<file path="src/rtl/cacheline_burst_adapter.sv">
// Whole-line <-> fixed-length burst adapter between the cache and physical memory.
// Fills assemble beats into line_o; writebacks snapshot line_i and stream it out beat by beat.
module cacheline_burst_adapter #(
  parameter int s_offset = 5,
  parameter int s_beat   = 64
) (
  input  logic                          clk,
  input  logic                          rst,
  input  logic                          read_i,
  input  logic                          write_i,
  input  logic [31:0]                   address_i,
  input  logic [(8*(2**s_offset))-1:0]  line_i,
  output logic [(8*(2**s_offset))-1:0]  line_o,
  output logic                          resp_o,
  output logic [31:0]                   address_o,
  output logic                          read_o,
  output logic                          write_o,
  output logic [s_beat-1:0]             burst_o,
  input  logic [s_beat-1:0]             burst_i,
  input  logic                          resp_i
);

  // state | meaning
  // IDLE  | waiting for a fill or writeback request
  // RD    | collecting fill beats from memory
  // WR    | streaming writeback beats to memory
  // DONE  | one-cycle completion pulse on resp_o
  localparam int line_w = 8 * (2 ** s_offset);
  localparam int nb     = line_w / s_beat;
  localparam int cw     = $clog2(nb);
  localparam logic [31:0] addr_mask = ~((32'd1 << s_offset) - 32'd1);

  typedef enum logic [1:0] {IDLE, RD, WR, DONE} state_t;

  state_t                        state, state_nxt;
  logic [cw-1:0]                 cnt;
  logic [31:0]                   addr_q;
  logic [nb-1:0][s_beat-1:0]     line_q;
  logic [nb-1:0][s_beat-1:0]     wbuf;
  logic                          last_beat;

  assign last_beat = resp_i && (cnt == cw'(nb - 1));

  always_ff @(posedge clk) begin
    if (rst) state <= IDLE;
    else     state <= state_nxt;
  end

  always_comb begin
    state_nxt = state;
    read_o    = 1'b0;
    write_o   = 1'b0;
    resp_o    = 1'b0;
    case (state)
      IDLE: begin
        if (read_i)       state_nxt = RD;
        else if (write_i) state_nxt = WR;
      end
      RD: begin
        read_o = 1'b1;
        if (last_beat) state_nxt = DONE;
      end
      WR: begin
        write_o = 1'b1;
        if (last_beat) state_nxt = DONE;
      end
      DONE: begin
        resp_o    = 1'b1;
        state_nxt = IDLE;
      end
      default: state_nxt = IDLE;
    endcase
  end

  // Beat counter wraps back to 0 on the last beat, so no explicit clear is needed in DONE.
  always_ff @(posedge clk) begin
    if (rst) begin
      cnt    <= '0;
      addr_q <= '0;
      line_q <= '0;
      wbuf   <= '0;
    end else begin
      case (state)
        IDLE: begin
          if (read_i) begin
            addr_q <= address_i & addr_mask;
            cnt    <= '0;
          end else if (write_i) begin
            addr_q <= address_i & addr_mask;
            wbuf   <= line_i;
            cnt    <= '0;
          end
        end
        RD: begin
          if (resp_i) begin
            line_q[cnt] <= burst_i;
            cnt         <= cnt + cw'(1);
          end
        end
        WR: begin
          if (resp_i) cnt <= cnt + cw'(1);
        end
        default: ;
      endcase
    end
  end

  assign line_o    = line_q;
  assign address_o = addr_q;
  assign burst_o   = (state == WR) ? wbuf[cnt] : '0;

endmodule

</file>
<file path="config.mk">
export PLATFORM = sky130hd
export DESIGN_NAME = cacheline_burst_adapter
export DESIGN_NICKNAME = d
export VERILOG_FILES = /design/src/rtl/cacheline_burst_adapter.sv
export SDC_FILE = /design/constraint.sdc
export NUM_CORES = 1
export LEC_CHECK = 0
export BUFFER_PORTS_ARGS = -buffer_cell sky130_fd_sc_hd__buf_2
export CELL_PAD_IN_SITES_DETAIL_PLACEMENT = 2
export CELL_PAD_IN_SITES_GLOBAL_PLACEMENT = 2
export CORE_MARGIN = 8
export CORE_UTILIZATION = 30
export CTS_CLUSTER_SIZE = 28
export DETAILED_ROUTE_END_ITERATION = 6
export PLACE_DENSITY = 0.92
export SLEW_MARGIN = 30
export SYNTH_ARGS = -nofsm -noshare
export SYNTH_HDL_FRONTEND = slang
export SYNTH_SLANG_ARGS = --single-unit
</file>
<file path="constraint.sdc">
create_clock -name clk -period 5.6 [get_ports clk]
set_input_delay 0.84 -clock clk [delete_from_list [all_inputs] [get_ports clk]]
set_output_delay 0.84 -clock clk [all_outputs]
set_load 0.05 [all_outputs]
</file>
==> metrics.yaml <==
hpwl_um: 67070
cts-resized-gates: 0
p_per_area_nw_per_um2: 391.2
worst_pin_slew_ps: 1000
gp_congestion: 0.7896
finalCriticalPeriod_ps: 3748
cts_buffer_depth: 3
clock_skew_ps: 20.60
startpoint_type: "flop"
r2r_cells: 5
layout.nets: 3492
drt-total-wl_um: 112900
p_leak_nw: 10.96
antenna_left: 0
syn-instance-count: 2538
layout_common_cells: "nand2_1, buf_2, a21oi_1"
clock_sinks: 543
dieArea_sq_um: 77720
ir_worst_vdd_uv: 267.6
r2r_slack_ps: 2690
first_pass_iters: 5
fin_worst_hold_slack_ps: 454.8
ctsHoldBuffers: 0
cap_violations: 0
fmax_ghz: 0.2668
final_cells: 4113
endpoint_kind: "output pin"
cts_tree: "done"
vias_per_cell: 5.304
row_count: 96
die_h_um: 278.8
first_global_vias: 23980
setup_viol: 0
synth.cell_area_sq_um: 20720
antenna_found_initial: 61
grt_remaining_overflow: 0
area_growth_pct: 29.49
final_common_cell: "nand2_1"
dp_cells: 3947
worstPathRequired_ps: 4760
grt_pass1_wl_um: 156500
critPathLaunch: "state[0]"
slew_violations: 0
drc: 0
whs_path_depth: 2
fin_setup_tns_ps: 0
timing.rr.start: "cnt[0]"
start_util_pct: 30.26
yosysWarnings: 0
criticalPathCategory: "reg -> out"
reg2reg_to: "line_o[209]"
arrival_ps: 2910
holdCritPathClass: "reg -> reg"
ys_seq_area_share_pct: 52.47
hold_start: "address_o[20]"
wl_per_cell_um: 27.44
synth_seq_cells: 543
vias: 21820
syn_avg_cell_area_sq_um: 8.163
nFillCells: 7717
placed_cell_area_sq_um: 24720
relSlewSlack_pct: 33.32
drt-initial-drc-count: 1430
path_max_fanout: 44
final_hold_viol_count: 0
coreArea_sq_um: 68470
drive_gt1_share_pct: 28.27
finalCritPeriodShare_pct: 66.93
clk_pin_slew_ps: 60
io_buffers: 701
io_pins: 712
postCtsSetupBuffers: 0
cts-root-buf: "clkbuf_16"
final_core_util_pct: 39.18
dieWidth_um: 278.8
status: "finished clean"
clock_latency_ps: 630
track_usage_pct: 25.94
h-tree-depth: 2
rsz0062_at_grt: "no"
synth.distinct_cells: 31
cts_buffers: 59
fin_area_sq_um: 26830
grt_max_degree: 174
holdPathEnd: "address_o[20]"
[area by class of cell]
type                       count  area (sq um)  area share (%)
sequential                   543         10880           40.55
timing repair buffer         726          3769           14.05
multi-input combinational   1792          8951           33.37
clock buffer                  90          1774           6.613
inverter                       4         15.01         0.05597
tap                          882          1104           4.114
clock inverter                18         191.4          0.7136
antenna                       58         145.1          0.5410
[report_power, final]
| part | leakage [nW] | total [mW] | internal, mW | switching, mW |
|---|---|---|---|---|
| clock | 0.965 | 4.10 | 2.32 | 1.78 |
| sequential | 4.41 | 4.37 | 4.15 | 0.227 |
| combinational | 5.58 | 2.03 | 0.562 | 1.46 |
| total | 11.0 | 10.5 | 7.02 | 3.47 |
[registers in the layout, indices dropped and copies added (netlist names)]
signal / flops
wbuf: 256
state: 2
line_o: 256
address_o: 27
cnt: 2
[per-layer routing]
| layer | vias to the layer above | track usage, % | part of all wire, % |
|---|---|---|---|
| met5 | - | 0 | 0.12 |
| met4 | 22 | 14.16 | 5.8 |
| met3 | 343 | 7.739 | 7.4 |
| met2 | 1003 | 46.14 | 51 |
| met1 | 10940 | 27.37 | 36 |
| li1 | 9506 | - | - |
[through the flow]
stage | power [mW] | setup WS (ps)
finish | 10.49 | 1852
global route | 10.82 | 1752
CTS | 10.48 | 1811
detailed placement | 6.334 | 2515
global placement | 6.231 | 2515
floorplan | 5.677 | 2938
[worst max-delay path by stage]
stage	to	cells past startpoint	slack [ps]
detailed placement	burst_o[0]	4	2510
global route	burst_o[0]	4	1750
global placement	burst_o[0]	4	2510
floorplan	burst_o[0]	5	2940
finish	burst_o[0]	5	1850
CTS	burst_o[0]	4	1810
[cell usage after synthesis, drive strengths merged]
cell type / count / area, sq um
a211o: 2 / 17.52
a21boi: 1 / 7.510
a21oi: 542 / 2713
a31oi: 1 / 6.260
and2: 64 / 400.4
and3: 4 / 25.02
and3b: 1 / 8.760
buf: 93 / 518.0
clkbuf: 110 / 412.9
conb: 1 / 3.750
dfxtp: 543 / 10870
ha: 9 / 112.6
inv: 4 / 15.01
mux4: 64 / 1441
nand2: 1081 / 4058
nand2b: 2 / 12.51
nand3: 4 / 20.02
nand3b: 1 / 7.510
nand4b: 1 / 8.760
nor2: 1 / 3.750
nor2b: 1 / 6.260
nor3b: 1 / 7.510
o21a: 1 / 7.510
o21ai: 4 / 20.01
o31ai: 1 / 7.510
or3: 1 / 6.260
[cells by family after synthesis]
family / synth area share (%)
adder cells (fa/ha/maj): 0.5436
multiplexers: 6.957
AND/OR/NAND/NOR: 22.03
flip-flops: 52.47
buffers and inverters: 4.566
other: 0.01810
AO/OA/AOI/OAI: 13.41
[critical path: stages, from the launching register on]
cell and delay (ps):
dfxtp_1 360, inv_1 130, ha_2 550, buf_4 560
and2_1 370, buf_2 320
No activity file was read; power rests on OpenSTA's default activity.
